File: src/rtl/t08_mem_arbiter_if.sv
// Handler-side request bus plus Wishbone manager and I2C result ports of t08_mem_arbiter.
// slave = arbiter view, master = handler/bus-environment view.
interface t08_mem_arbiter_if;
  logic        read_i;
  logic        write_i;
  logic [31:0] addr_i;
  logic [31:0] wdata_i;
  logic [31:0] rdata_o;
  logic        busy_o;
  logic        done_o;
  logic        err_o;
  logic        wb_cyc_o;
  logic        wb_stb_o;
  logic        wb_we_o;
  logic [31:0] wb_adr_o;
  logic [31:0] wb_dat_o;
  logic [31:0] wb_dat_i;
  logic        wb_ack_i;
  logic        i2c_req_o;
  logic [31:0] i2c_rdata_i;
  logic        i2c_valid_i;

  modport slave (
    input  read_i, write_i, addr_i, wdata_i, wb_dat_i, wb_ack_i, i2c_rdata_i, i2c_valid_i,
    output rdata_o, busy_o, done_o, err_o, wb_cyc_o, wb_stb_o, wb_we_o, wb_adr_o, wb_dat_o,
           i2c_req_o
  );

  modport master (
    output read_i, write_i, addr_i, wdata_i, wb_dat_i, wb_ack_i, i2c_rdata_i, i2c_valid_i,
    input  rdata_o, busy_o, done_o, err_o, wb_cyc_o, wb_stb_o, wb_we_o, wb_adr_o, wb_dat_o,
           i2c_req_o
  );
endinterface

File: src/rtl/t08_mem_arbiter.sv
// Routes single-outstanding handler requests to Wishbone or the read-only I2C result port; all outputs registered.
// Optional bus watchdog enabled by defining T08_BUS_TIMEOUT_EN (otherwise waits forever, err_o tied low).
module t08_mem_arbiter #(
  parameter logic [31:0] I2C_ADDR       = 32'd923923,
  parameter logic [7:0]  TIMEOUT_CYCLES = 8'd255
) (
  input logic              clk,
  input logic              nrst,
  t08_mem_arbiter_if.slave bus
);

  typedef enum logic [1:0] {
    S_IDLE = 2'd0,
    S_BUS  = 2'd1,
    S_I2C  = 2'd2,
    S_RESP = 2'd3
  } state_t;

  state_t      r_state, w_state_nxt;
  logic        r_we, w_we_nxt;
  logic [31:0] r_adr, w_adr_nxt;
  logic [31:0] r_dat, w_dat_nxt;
  logic [31:0] r_rdata, w_rdata_nxt;
  logic        r_cyc, w_cyc_nxt;
  logic        r_i2c_req, w_i2c_req_nxt;
  logic        r_busy, w_busy_nxt;
  logic        r_done, w_done_nxt;
  logic        w_req;
  logic        w_hs;
  logic        w_abort;

  assign w_req = bus.read_i | bus.write_i;
  assign w_hs  = ((r_state == S_BUS) & bus.wb_ack_i) | ((r_state == S_I2C) & bus.i2c_valid_i);

`ifdef T08_BUS_TIMEOUT_EN
  logic [7:0] r_cnt;
  logic [7:0] w_cnt_inc;
  logic       r_err;

  // The counter sits at zero in IDLE, so it is always clear on entry to BUS/I2C.
  assign w_cnt_inc = r_cnt + 8'd1;
  assign w_abort   = ((r_state == S_BUS) || (r_state == S_I2C)) && !w_hs &&
                     (w_cnt_inc == TIMEOUT_CYCLES);

  always_ff @(posedge clk or negedge nrst) begin
    if (!nrst) begin
      r_cnt <= 8'd0;
      r_err <= 1'b0;
    end else begin
      if (r_state == S_IDLE) r_cnt <= 8'd0;
      else                   r_cnt <= w_cnt_inc;
      if ((r_state == S_IDLE) && w_req) r_err <= 1'b0;
      else if (w_abort)                 r_err <= 1'b1;
    end
  end

  assign bus.err_o = r_err;
`else
  assign w_abort   = 1'b0;
  assign bus.err_o = 1'b0;
`endif

  always_ff @(posedge clk or negedge nrst) begin
    if (!nrst) begin
      r_state   <= S_IDLE;
      r_we      <= 1'b0;
      r_adr     <= 32'd0;
      r_dat     <= 32'd0;
      r_rdata   <= 32'd0;
      r_cyc     <= 1'b0;
      r_i2c_req <= 1'b0;
      r_busy    <= 1'b0;
      r_done    <= 1'b0;
    end else begin
      r_state   <= w_state_nxt;
      r_we      <= w_we_nxt;
      r_adr     <= w_adr_nxt;
      r_dat     <= w_dat_nxt;
      r_rdata   <= w_rdata_nxt;
      r_cyc     <= w_cyc_nxt;
      r_i2c_req <= w_i2c_req_nxt;
      r_busy    <= w_busy_nxt;
      r_done    <= w_done_nxt;
    end
  end

  always_comb begin
    w_state_nxt   = r_state;
    w_we_nxt      = r_we;
    w_adr_nxt     = r_adr;
    w_dat_nxt     = r_dat;
    w_rdata_nxt   = r_rdata;
    w_cyc_nxt     = r_cyc;
    w_i2c_req_nxt = r_i2c_req;
    w_busy_nxt    = r_busy;
    w_done_nxt    = 1'b0;

    case (r_state)
      S_IDLE: begin
        // Writes always go to Wishbone, even at I2C_ADDR: the I2C port is read-only.
        if (bus.write_i) begin
          w_state_nxt = S_BUS;
          w_we_nxt    = 1'b1;
          w_adr_nxt   = bus.addr_i;
          w_dat_nxt   = bus.wdata_i;
          w_cyc_nxt   = 1'b1;
          w_busy_nxt  = 1'b1;
        end else if (bus.read_i) begin
          w_busy_nxt = 1'b1;
          if (bus.addr_i == I2C_ADDR) begin
            w_state_nxt   = S_I2C;
            w_i2c_req_nxt = 1'b1;
          end else begin
            w_state_nxt = S_BUS;
            w_we_nxt    = 1'b0;
            w_adr_nxt   = bus.addr_i;
            w_dat_nxt   = bus.wdata_i;
            w_cyc_nxt   = 1'b1;
          end
        end
      end

      S_BUS: begin
        if (bus.wb_ack_i || w_abort) begin
          if (!r_we) w_rdata_nxt = bus.wb_ack_i ? bus.wb_dat_i : 32'hDEAD_BEEF;
          w_state_nxt = S_RESP;
          w_cyc_nxt   = 1'b0;
          w_busy_nxt  = 1'b0;
          w_done_nxt  = 1'b1;
        end
      end

      S_I2C: begin
        if (bus.i2c_valid_i || w_abort) begin
          w_rdata_nxt   = bus.i2c_valid_i ? bus.i2c_rdata_i : 32'hDEAD_BEEF;
          w_state_nxt   = S_RESP;
          w_i2c_req_nxt = 1'b0;
          w_busy_nxt    = 1'b0;
          w_done_nxt    = 1'b1;
        end
      end

      S_RESP: begin
        w_state_nxt = S_IDLE;
      end

      default: begin
        w_state_nxt = S_IDLE;
      end
    endcase
  end

  assign bus.rdata_o   = r_rdata;
  assign bus.busy_o    = r_busy;
  assign bus.done_o    = r_done;
  assign bus.wb_cyc_o  = r_cyc;
  assign bus.wb_stb_o  = r_cyc;
  assign bus.wb_we_o   = r_we;
  assign bus.wb_adr_o  = r_adr;
  assign bus.wb_dat_o  = r_dat;
  assign bus.i2c_req_o = r_i2c_req;

endmodule

File: src/flat_wrapper.sv
// flat-port wrapper written by rule: the top's interface ports become plain ports
module t08_mem_arbiter_flat 
#(
  parameter logic [31:0] I2C_ADDR       = 32'd923923,
  parameter logic [7:0]  TIMEOUT_CYCLES = 8'd255
)
  (clk, nrst, bus_read_i, bus_write_i, bus_addr_i, bus_wdata_i, bus_wb_dat_i, bus_wb_ack_i, bus_i2c_rdata_i, bus_i2c_valid_i, bus_rdata_o, bus_busy_o, bus_done_o, bus_err_o, bus_wb_cyc_o, bus_wb_stb_o, bus_wb_we_o, bus_wb_adr_o, bus_wb_dat_o, bus_i2c_req_o);
  t08_mem_arbiter_if bus_i ();
  input logic clk;
  input logic nrst;
  input wire logic [$bits(bus_i.read_i)-1:0] bus_read_i;
  input wire logic [$bits(bus_i.write_i)-1:0] bus_write_i;
  input wire logic [$bits(bus_i.addr_i)-1:0] bus_addr_i;
  input wire logic [$bits(bus_i.wdata_i)-1:0] bus_wdata_i;
  input wire logic [$bits(bus_i.wb_dat_i)-1:0] bus_wb_dat_i;
  input wire logic [$bits(bus_i.wb_ack_i)-1:0] bus_wb_ack_i;
  input wire logic [$bits(bus_i.i2c_rdata_i)-1:0] bus_i2c_rdata_i;
  input wire logic [$bits(bus_i.i2c_valid_i)-1:0] bus_i2c_valid_i;
  output wire logic [$bits(bus_i.rdata_o)-1:0] bus_rdata_o;
  output wire logic [$bits(bus_i.busy_o)-1:0] bus_busy_o;
  output wire logic [$bits(bus_i.done_o)-1:0] bus_done_o;
  output wire logic [$bits(bus_i.err_o)-1:0] bus_err_o;
  output wire logic [$bits(bus_i.wb_cyc_o)-1:0] bus_wb_cyc_o;
  output wire logic [$bits(bus_i.wb_stb_o)-1:0] bus_wb_stb_o;
  output wire logic [$bits(bus_i.wb_we_o)-1:0] bus_wb_we_o;
  output wire logic [$bits(bus_i.wb_adr_o)-1:0] bus_wb_adr_o;
  output wire logic [$bits(bus_i.wb_dat_o)-1:0] bus_wb_dat_o;
  output wire logic [$bits(bus_i.i2c_req_o)-1:0] bus_i2c_req_o;
  assign bus_i.read_i = bus_read_i;
  assign bus_i.write_i = bus_write_i;
  assign bus_i.addr_i = bus_addr_i;
  assign bus_i.wdata_i = bus_wdata_i;
  assign bus_i.wb_dat_i = bus_wb_dat_i;
  assign bus_i.wb_ack_i = bus_wb_ack_i;
  assign bus_i.i2c_rdata_i = bus_i2c_rdata_i;
  assign bus_i.i2c_valid_i = bus_i2c_valid_i;
  assign bus_rdata_o = bus_i.rdata_o;
  assign bus_busy_o = bus_i.busy_o;
  assign bus_done_o = bus_i.done_o;
  assign bus_err_o = bus_i.err_o;
  assign bus_wb_cyc_o = bus_i.wb_cyc_o;
  assign bus_wb_stb_o = bus_i.wb_stb_o;
  assign bus_wb_we_o = bus_i.wb_we_o;
  assign bus_wb_adr_o = bus_i.wb_adr_o;
  assign bus_wb_dat_o = bus_i.wb_dat_o;
  assign bus_i2c_req_o = bus_i.i2c_req_o;
  t08_mem_arbiter #(.I2C_ADDR(I2C_ADDR), .TIMEOUT_CYCLES(TIMEOUT_CYCLES)) u_core (.clk(clk), .nrst(nrst), .bus(bus_i));
endmodule
File: config.mk
export PLATFORM = sky130hd
export DESIGN_NAME = t08_mem_arbiter_flat
export DESIGN_NICKNAME = d
export VERILOG_FILES = /design/src/rtl/t08_mem_arbiter_if.sv /design/src/rtl/t08_mem_arbiter.sv /design/src/flat_wrapper.sv
export SDC_FILE = /design/constraint.sdc
export NUM_CORES = 1
export LEC_CHECK = 0
export BUFFER_PORTS_ARGS = -buffer_cell sky130_fd_sc_hd__buf_4
export CAP_MARGIN = 30
export CORE_UTILIZATION = 50
export CTS_BUF_LIST = sky130_fd_sc_hd__clkbuf_8
export DETAILED_ROUTE_END_ITERATION = 16
export HOLD_SLACK_MARGIN = 0.02
export PLACE_DENSITY = 0.92
export SLEW_MARGIN = 5
export SYNTH_ARGS = -nofsm -noshare
export SYNTH_HDL_FRONTEND = slang
export SYNTH_SLANG_ARGS = --single-unit
File: constraint.sdc
create_clock -name clk -period 4.68 [get_ports clk]
set_input_delay 0.468 -clock clk [delete_from_list [all_inputs] [get_ports clk]]
set_output_delay 0.468 -clock clk [all_outputs]
set_load 0.03 [all_outputs]
==> reports/summary.txt <==
fillers: 550
final setup fails: 0
cells after synthesis: 335
post-layout util: 76.3%
most frequent cells in the layout: buf_4 (238), dfrtp_1 (103), mux2_2 (56)
Max Slew Vio Count: 0
DP Wirelength: 9070 um
multi-input logic area: 1690 um^2
Crit-path slowest cell: o31ai_4
antenna-violating nets left: 0
CORE AREA: 8380 um^2
vias per cell: 5.31
DRT Pass-1 Iters: 4
Peak VDD IR: 0.429 mV
Initial Utilization: 52.4%
total I/O pin count: 237
Final nets: 705
gr usage total: 25.9%
hold slack final: 0.115 ns
Worst Max-Slew Pin Slew: 0.844 ns
share of cells above drive strength 1: 54.8%
pwr dens: 786 nW/um^2
first-pass GRT wire length: 17700 um
commonest non-fill, non-tap cell in the layout: buf_4
status: finished clean
vias in the first global route: 3727
die area: 9170 um^2
setup slack at placement: 1.58 ns
cts bufs inserted: 9
die height: 95.8 um
DRC violations left: 0
Sw Ratio: 45.5%
Hold Crit Class: in2async
Die X: 95.8 um
clk_lat worst skew: 0.36 ns
worst-path cell chain: buf_4 -> nor4b_1 -> nand4_1 -> o31ai_4 -> buf_12 -> mux2_2
Clock Tree Root: clkbuf_8
Clock Power Share: 10.1%
slowest stage delay, CP: 0.85 ns
post-synthesis register bit count: 103
DRT iter0 DRCs: 113
CTS resizes: 0
P&R area growth vs syn: 45.4%
total nets after synthesis: 473
min Tclk post-route: 2.67 ns
post-CTS setup buffer count: 0
syn_area_per_cell: 13.1 um^2
CTS max path bufs: 2
register share of total power: 32.0%
cts hold-fix bufs: 0
Leak: 3.01 nW
Total Wirelength: 11700 um
slew margin rel.: 43.7%
clock transition at the registers of the reported paths: 0.10 ns
Sequential Area: 2580 um^2
Logic pwr share: 57.8%
Worst Path Required: 4.93 ns
RSZ-0062 raised after global routing: false
average wire per standard cell: 17.3 um
Hold Fails Final Rpt: 0
Clock Skew: 0.0196 ns
max-cap viol count: 0
count of different cell masters after synthesis: 35
Netlist Area Pre-Place: 4400 um^2
routability cong.: 0.857
antenna violations before repair: 0
crit end category: register
grt total ovfl: 0
CP startpoint kind: input pin
CP arrival: 2.92 ns
via count: 3591
Pint: 2.74 mW
number of diodes: 0
buffers added on ports: 235
YS warnings: 0
TritonCTS clock tree: yes
Max Freq: 0.374 GHz
setup TNS: 0 ns
WS Path Type: in2reg
H-tree levels: 3
sequential fraction of the synthesis area: 58.6%
clock sink total: 103
row cnt: 33
Setup WS post-layout: 2.01 ns
NetSw: 2.29 mW
Final period util: 57.1%
largest net degree at the start of global routing: 65
CP max FO: 49
[final cells by class]
type,instances,area share (%)
Sequential cell,103,40.3
Clock inverter,6,0.685
Clock buffer,9,1.94
Inverter,4,0.235
Tap cell,105,2.06
Timing Repair Buffer,239,28.3
Multi-Input combinational cell,210,26.5
[logic make-up after synthesis]
group                    after synthesis  synth area share [%]
other                                  1                0.0853
buffers and inverters                 22                  3.07
multiplexers                          93                  22.9
flip-flops                           103                  58.6
adder cells (fa/ha/maj)                4                  1.14
AO/OA/AOI/OAI                         50                  7.23
AND/OR/NAND/NOR                       62                  6.95
[path summary, 6_finish.rpt]
check                                               startpoint                                  end  slack [ns]  depth (start not counted)
min in group clk                               bus_wdata_i[24]  u_core.bus.wb_dat_o[24]$_DFFE_PN0P_        0.31                          2
max in group asynchronous                                 nrst   u_core.bus.rdata_o[22]$_DFFE_PN0P_        3.44                          2
max reg2reg                      u_core.r_state[0]$_DFFE_PN0P_    u_core.bus.rdata_o[3]$_DFFE_PN0P_        2.24                          8
min reg2reg                u_core.bus.wb_dat_o[24]$_DFFE_PN0P_  u_core.bus.wb_dat_o[24]$_DFFE_PN0P_        0.51                          1
min                                                       nrst   u_core.bus.rdata_o[24]$_DFFE_PN0P_        0.12                          1
max                                              bus_addr_i[3]  u_core.bus.wb_dat_o[26]$_DFFE_PN0P_        2.01                          6
[sequential cells by signal (all words and copies together), names as in the netlist]
signal / count
u_core.bus.i2c_req_o: 1
u_core.r_state: 2
u_core.bus.wb_cyc_o: 1
u_core.bus.busy_o: 1
u_core.bus.rdata_o: 32
u_core.bus.wb_adr_o: 32
u_core.bus.wb_dat_o: 32
u_core.bus.done_o: 1
u_core.bus.wb_we_o: 1
[routing by layer]
metal	global-route usage (%)	vias to the layer above	part of all wire, %
met4	9.95	0	1.7
li1	-	1661	-
met3	8.37	13	10
met5	0	-	0
met1	27.9	1735	35
met2	47.2	182	53
[synthesized netlist by cell type]
cell	count	area, um^2
inv_1	4	15.0
nand2_1	4	15.0
nor4b_1	3	26.3
nand3_1	2	10.0
o21a_1	1	7.51
a211oi_2	1	12.5
mux2_2	56	631
nand2b_1	2	12.5
buf_4	2	15.0
nand3b_1	2	15.0
nand4_1	1	6.26
a21oi_1	32	160
nor3_1	3	15.0
buf_6	6	67.6
a22o_1	5	43.8
ha_1	4	50.1
o21ai_0	3	15.0
or3_1	2	12.5
nor2_1	34	128
nor4_1	4	25.0
o221ai_1	3	26.3
nor3b_1	1	7.51
dfrtp_1	103	2580
o311ai_0	1	8.76
buf_1	2	7.51
nor4bb_1	2	20.0
mux2i_1	33	330
a21boi_0	1	7.51
conb_1	1	3.75
nor2b_1	2	12.5
o31ai_4	1	21.3
mux2_1	4	45.0
o31ai_1	1	7.51
clkbuf_1	8	30.0
o211ai_1	1	7.51
[power by group through the flow]
stage | logic, mW | clock network, mW | registers [mW]
after floorplan | 1.02 | 0 | 2.46
after global placement | 2.83 | 0 | 1.59
after detailed placement | 2.93 | 0 | 1.62
after CTS | 2.93 | 0.519 | 1.61
after global routing | 3.09 | 0.555 | 1.67
final | 2.91 | 0.510 | 1.61
[worst max-delay path, delay by kind of cell]
family,cells,cell delay (ns)
buf+inv,2,0.45
simple gates,2,0.74
compound gates,1,0.85
mux,1,0.38
[through the flow]
step / instance area (um^2) / cells / total power [mW]
after floorplan: 4400 / 335 / 3.48
after global placement: 6220 / 661 / 4.42
after detailed placement: 6220 / 661 / 4.55
after CTS: 6390 / 676 / 5.06
after global routing: 6390 / 676 / 5.31
final: 6390 / 676 / 5.02
No activity file was read; power rests on OpenSTA's default activity.
